## src/rtl/jt12_i2s_tx.sv

```systemverilog
// I2S transmitter for signed 12-bit stereo samples: one-deep pending buffer,
// frame repeat on starvation, overrun pulse when a pending pair is overwritten.
module jt12_i2s_tx #(
    parameter int DIV  = 1,
    parameter int SLOT = 16
) (
    input  logic        clk,
    input  logic        rst_n,
    input  logic        clk_en,
    input  logic [11:0] left,
    input  logic [11:0] right,
    input  logic        sample_strobe,
    output logic        bclk,
    output logic        lrck,
    output logic        sdata,
    output logic        overrun
);

    localparam int FW = 2 * SLOT;
    localparam int CW = (DIV > 1) ? $clog2(DIV) : 1;
    localparam int BW = $clog2(FW);

    // Handshake: sample_strobe is a one-cycle valid qualified by clk_en; there is
    // no ready, the block always accepts and flags overrun if a pair is lost.

    logic [CW-1:0] div_cnt, div_cnt_nxt;
    logic [BW-1:0] bit_cnt, bit_cnt_nxt, bit_inc;
    logic          bclk_nxt, lrck_nxt, sdata_nxt, overrun_nxt;
    logic [FW-1:0] shreg, shreg_nxt, load_word;
    logic [11:0]   pend_l, pend_r, pend_l_nxt, pend_r_nxt;
    logic [11:0]   last_l, last_r, last_l_nxt, last_r_nxt;
    logic [11:0]   load_l, load_r;
    logic          pend_valid, pend_valid_nxt;
    logic          div_wrap, fall, frame_load, capture;

    function automatic logic [SLOT-1:0] slot_word(input logic [11:0] s);
        slot_word = SLOT'(s) << (SLOT - 12);
    endfunction

    always_comb begin
        div_wrap   = clk_en && (div_cnt == CW'(DIV - 1));
        fall       = div_wrap && bclk;
        frame_load = fall && (bit_cnt == BW'(FW - 1));
        capture    = clk_en && sample_strobe;
        bit_inc    = (bit_cnt == BW'(FW - 1)) ? '0 : bit_cnt + 1'b1;
        load_l     = pend_valid ? pend_l : last_l;
        load_r     = pend_valid ? pend_r : last_r;
        load_word  = {slot_word(load_l), slot_word(load_r)};
    end

    always_comb begin
        div_cnt_nxt    = div_cnt;
        bclk_nxt       = bclk;
        bit_cnt_nxt    = bit_cnt;
        lrck_nxt       = lrck;
        sdata_nxt      = sdata;
        shreg_nxt      = shreg;
        pend_l_nxt     = pend_l;
        pend_r_nxt     = pend_r;
        pend_valid_nxt = pend_valid;
        last_l_nxt     = last_l;
        last_r_nxt     = last_r;
        overrun_nxt    = 1'b0;

        if (clk_en) begin
            div_cnt_nxt = div_wrap ? '0 : div_cnt + 1'b1;
            if (div_wrap) begin
                bclk_nxt = ~bclk;
            end
        end

        // The MSB shifted out at the wrap is the previous frame's right LSB,
        // which gives the one-bit I2S delay without a separate pipeline stage.
        if (fall) begin
            bit_cnt_nxt = bit_inc;
            lrck_nxt    = (bit_inc >= BW'(SLOT));
            sdata_nxt   = shreg[FW-1];
            shreg_nxt   = frame_load ? load_word : (shreg << 1);
        end

        if (frame_load) begin
            last_l_nxt     = load_l;
            last_r_nxt     = load_r;
            pend_valid_nxt = 1'b0;
        end

        if (capture) begin
            pend_l_nxt     = left;
            pend_r_nxt     = right;
            pend_valid_nxt = 1'b1;
            overrun_nxt    = pend_valid && !frame_load;
        end
    end

    always_ff @(posedge clk or negedge rst_n) begin
        if (!rst_n) begin
            div_cnt    <= '0;
            bclk       <= 1'b0;
            bit_cnt    <= '0;
            lrck       <= 1'b0;
            sdata      <= 1'b0;
            shreg      <= '0;
            pend_l     <= '0;
            pend_r     <= '0;
            pend_valid <= 1'b0;
            last_l     <= '0;
            last_r     <= '0;
            overrun    <= 1'b0;
        end else begin
            div_cnt    <= div_cnt_nxt;
            bclk       <= bclk_nxt;
            bit_cnt    <= bit_cnt_nxt;
            lrck       <= lrck_nxt;
            sdata      <= sdata_nxt;
            shreg      <= shreg_nxt;
            pend_l     <= pend_l_nxt;
            pend_r     <= pend_r_nxt;
            pend_valid <= pend_valid_nxt;
            last_l     <= last_l_nxt;
            last_r     <= last_r_nxt;
            overrun    <= overrun_nxt;
        end
    end

endmodule

```

## config.mk

```make
export PLATFORM = sky130hd
export DESIGN_NAME = jt12_i2s_tx
export DESIGN_NICKNAME = d
export VERILOG_FILES = /design/src/rtl/jt12_i2s_tx.sv
export SDC_FILE = /design/constraint.sdc
export NUM_CORES = 1
export LEC_CHECK = 0
export BUFFER_PORTS_ARGS = -buffer_cell sky130_fd_sc_hd__buf_2
export CORE_ASPECT_RATIO = 0.8
export CORE_MARGIN = 4
export CORE_UTILIZATION = 47
export DETAILED_ROUTE_END_ITERATION = 6
export PLACE_DENSITY = 0.76
export SYNTH_ARGS = -nofsm -noshare
export SYNTH_HDL_FRONTEND = slang
export SYNTH_SLANG_ARGS = --single-unit
```

## constraint.sdc

```tcl
create_clock -name clk -period 5.6 [get_ports clk]
set_clock_uncertainty 0.1 [all_clocks]
set_input_delay 1.68 -clock clk [delete_from_list [all_inputs] [get_ports clk]]
set_output_delay 1.68 -clock clk [all_outputs]
set_load 0.1 [all_outputs]
```

==> impl_metrics.tcl <==
set metrics [dict create \
    status "complete, no violations" \
    final_cells 433 \
    dieArea_um2 9640 \
    p_leak_nw 2.326 \
    crit_path_cell_trace "buf_2, nand2_1, mux2_2" \
    via_per_inst 5.337 \
    finalSetupViolations 0 \
    crit_path_start_kind "input port" \
    drv_slew 0 \
    syn-num-nets 326 \
    portBuffers 31 \
    slowest_delay_ps 880 \
    fin_crit_sh 0.5351 \
    holdCritPathClass "flop to flop" \
    grt_pass1_wl_mm 11.54 \
    power.total_mw 1.748 \
    die_y_um 88.62 \
    synth-warning-count 0 \
    antenna_found_initial 0 \
    clock_latency_ps 350 \
    ctsHoldBuffers 0 \
    synthFlopType "dfrtp_1" \
    max_freq_mhz 333.7 \
    cts_root_buf "clkbuf_8" \
    powerDensity_nw_per_um2 411.3 \
    synth_area_leaders "dfrtp_1 56%, mux2_2 8.3%, mux2_4 7.9%, mux2i_1 6.3%, a211oi_1 4.5%" \
    ys_types 28 \
    firstDrtPassIters 4 \
    die_w_um 108.8 \
    cts_setup_buffers 0 \
    first_global_vias 2413 \
    dpl.hpwl_mm 4.115 \
    fp-row-count 29 \
    cp-end-kind "flop" \
    grt.busiest_layer "met2" \
    avgSynthCellArea_um2 12.90 \
    crit_slowest_cell "nand2_1" \
    ant_nets 0 \
    path_max_fanout 26 \
    critical_path_class "input port to flop" \
    numCtsBuffers 9 \
    grt_overflow 0 \
    area_growth_pct 11.30 \
    cts_resized 0 \
    worst_pin_slew_ps 1203 \
    rsz0062_at_grt "no" \
    cts_tree "yes" \
    cts_buffer_depth 2 \
    gp_congestion 0.6842 \
    core_area_um2 7910 \
    drc 0 \
    vdd_drop_max_v 0.0004022 \
    maxCapViolations 0 \
    drt-initial-drc-count 116 \
    ys_ff_latch 86 \
    met1_usage 0.2094 \
    synth_edf_count 0 \
    relSlewSlack 0.1960 \
    async_flop_share 1.000 \
    use_met2 0.2361 \
    ys_seq_area_frac 0.5636 \
    path_buf_inv 1 \
    met3_usage 0.04012 \
    ios 32 \
    start_util 0.4828 \
    hold_violations 0 \
    critPathTopFamily "simple AND/OR/NAND/NOR gates" \
    globalRouteTotalUtil 0.1533 \
    cp.required_ps 5730 \
    place_inst 417 \
    htree_levels 3 \
    fin_nets 350 \
    antennaDiodeCount 0 \
    clk_pin_slew_ps 80 \
    cp.arrival_ps 3120 \
    min_period_ps 2997 \
    wl_per_cell_um 15.34 \
    drive_above_1_share 0.3046 \
    grt_max_degree 87 \
    vias 2311 \
    totalWireLength_mm 6.644 \
    synth_top_area_cell "dfrtp_1" \
    clock_sinks 86 \
    postSynthCellCount 296 \
    tns_ps 0 \
    synth_top_area_frac 0.5636 \
    synth_area_um2 3819 \
]
[Yosys cell counts (all sizes together) (2+ instances only)]
master,count
a211oi,23
a21o,23
buf,16
clkbuf,5
dfrtp,86
ha,2
mux2,48
mux2i,24
nand2,23
nand3,2
nor2,25
nor2b,2
o21ai,7
[worst paths after layout]
| path | startpoint | endpoint | slack, ps | depth (start not counted) |
|---|---|---|---|---|
| max | clk_en | pend_l[2]$_DFFE_PN0P_ | 2600 | 3 |
| min | shreg[30]$_DFFE_PN0P_ | shreg[30]$_DFFE_PN0P_ | 380 | 1 |
| max reg2reg | bit_cnt[0]$_DFFE_PN0P_ | pend_valid$_DFFE_PN0P_ | 3230 | 7 |
| min reg2reg | shreg[30]$_DFFE_PN0P_ | shreg[30]$_DFFE_PN0P_ | 380 | 1 |
| max in group asynchronous | rst_n | pend_r[10]$_DFFE_PN0P_ | 3320 | 1 |
| min in group asynchronous | rst_n | last_r[4]$_DFFE_PN0P_ | 1400 | 1 |
[worst register-to-register path: cells and delay by family (launching register included)]
family	cells	cell delay, ps
simple gates	2	250
compound gates	1	310
buf+inv	2	730
flops	1	390
fa+ha+maj	2	400
[layer usage]
layer | vias to the layer above | wire length (um)
li1 | 1094 | -
met1 | 1167 | 3098
met2 | 41 | 3231
met3 | 9 | 203
met4 | 0 | 110
met5 | - | 0
[power by group]
| group | switching [mW] | leakage, nW | internal (mW) |
|---|---|---|---|
| sequential | 0.0945 | 1.12 | 0.766 |
| clock | 0.209 | 0.116 | 0.275 |
| combinational | 0.234 | 1.09 | 0.169 |
| total | 0.537 | 2.33 | 1.21 |
[placed cells by master, fill, tap and decap left out, types with 4 or more instances in the layout]
cell type / n
buf_4: 4
nand2_1: 23
dfrtp_1: 86
buf_2: 30
a211oi_1: 23
mux2_4: 20
nor2_1: 25
mux2i_1: 24
o21ai_0: 7
clkbuf_8: 11
a21o_1: 23
mux2_2: 28
[metrics by stage]
step | hold WS (ps) | worst slack (ps) | cell area (um^2) | util
2_1_floorplan | 338.9 | 2809 | 3819 | -
3_3_place_gp | 355.4 | 2274 | 4018 | 0.5079
3_5_place_dp | 363.6 | 2234 | 4018 | 0.5079
4_1_cts | 384.9 | 2593 | 4250 | 0.5373
5_1_grt | 402.4 | 2495 | 4250 | 0.5373
6_report | 382.2 | 2603 | 4250 | 0.5373
[cell type report]
class	count	area, um^2
multi-input cells	188	1546
inverters	1	3.754
fillers	718	3660
clock inverters	5	81.33
well taps	108	135.1
repair buffers	34	180.2
flip-flops and latches	86	2152
clock buffers	11	151.4
[logic make-up (layout without fill, tap and decap cells)]
| group | Yosys count | in the layout | share of synthesized area |
|---|---|---|---|
| fa+ha+maj | 2 | 2 | 0.006552 |
| flops | 86 | 86 | 0.5636 |
| buf+inv | 22 | 51 | 0.03145 |
| xor+xnor | 1 | 1 | 0.002294 |
| mux | 72 | 72 | 0.2241 |
| simple gates | 57 | 57 | 0.06619 |
| compound gates | 56 | 56 | 0.1058 |
[sequential cells by signal, summed over array words and instances, names as in the netlist]
signal      count
sdata           1
lrck            1
overrun         1
bit_cnt         4
shreg          28
bclk            1
div_cnt         1
last_r         12
last_l         12
pend_r         12
pend_valid      1
pend_l         12
(Power assumes the default switching activity.)
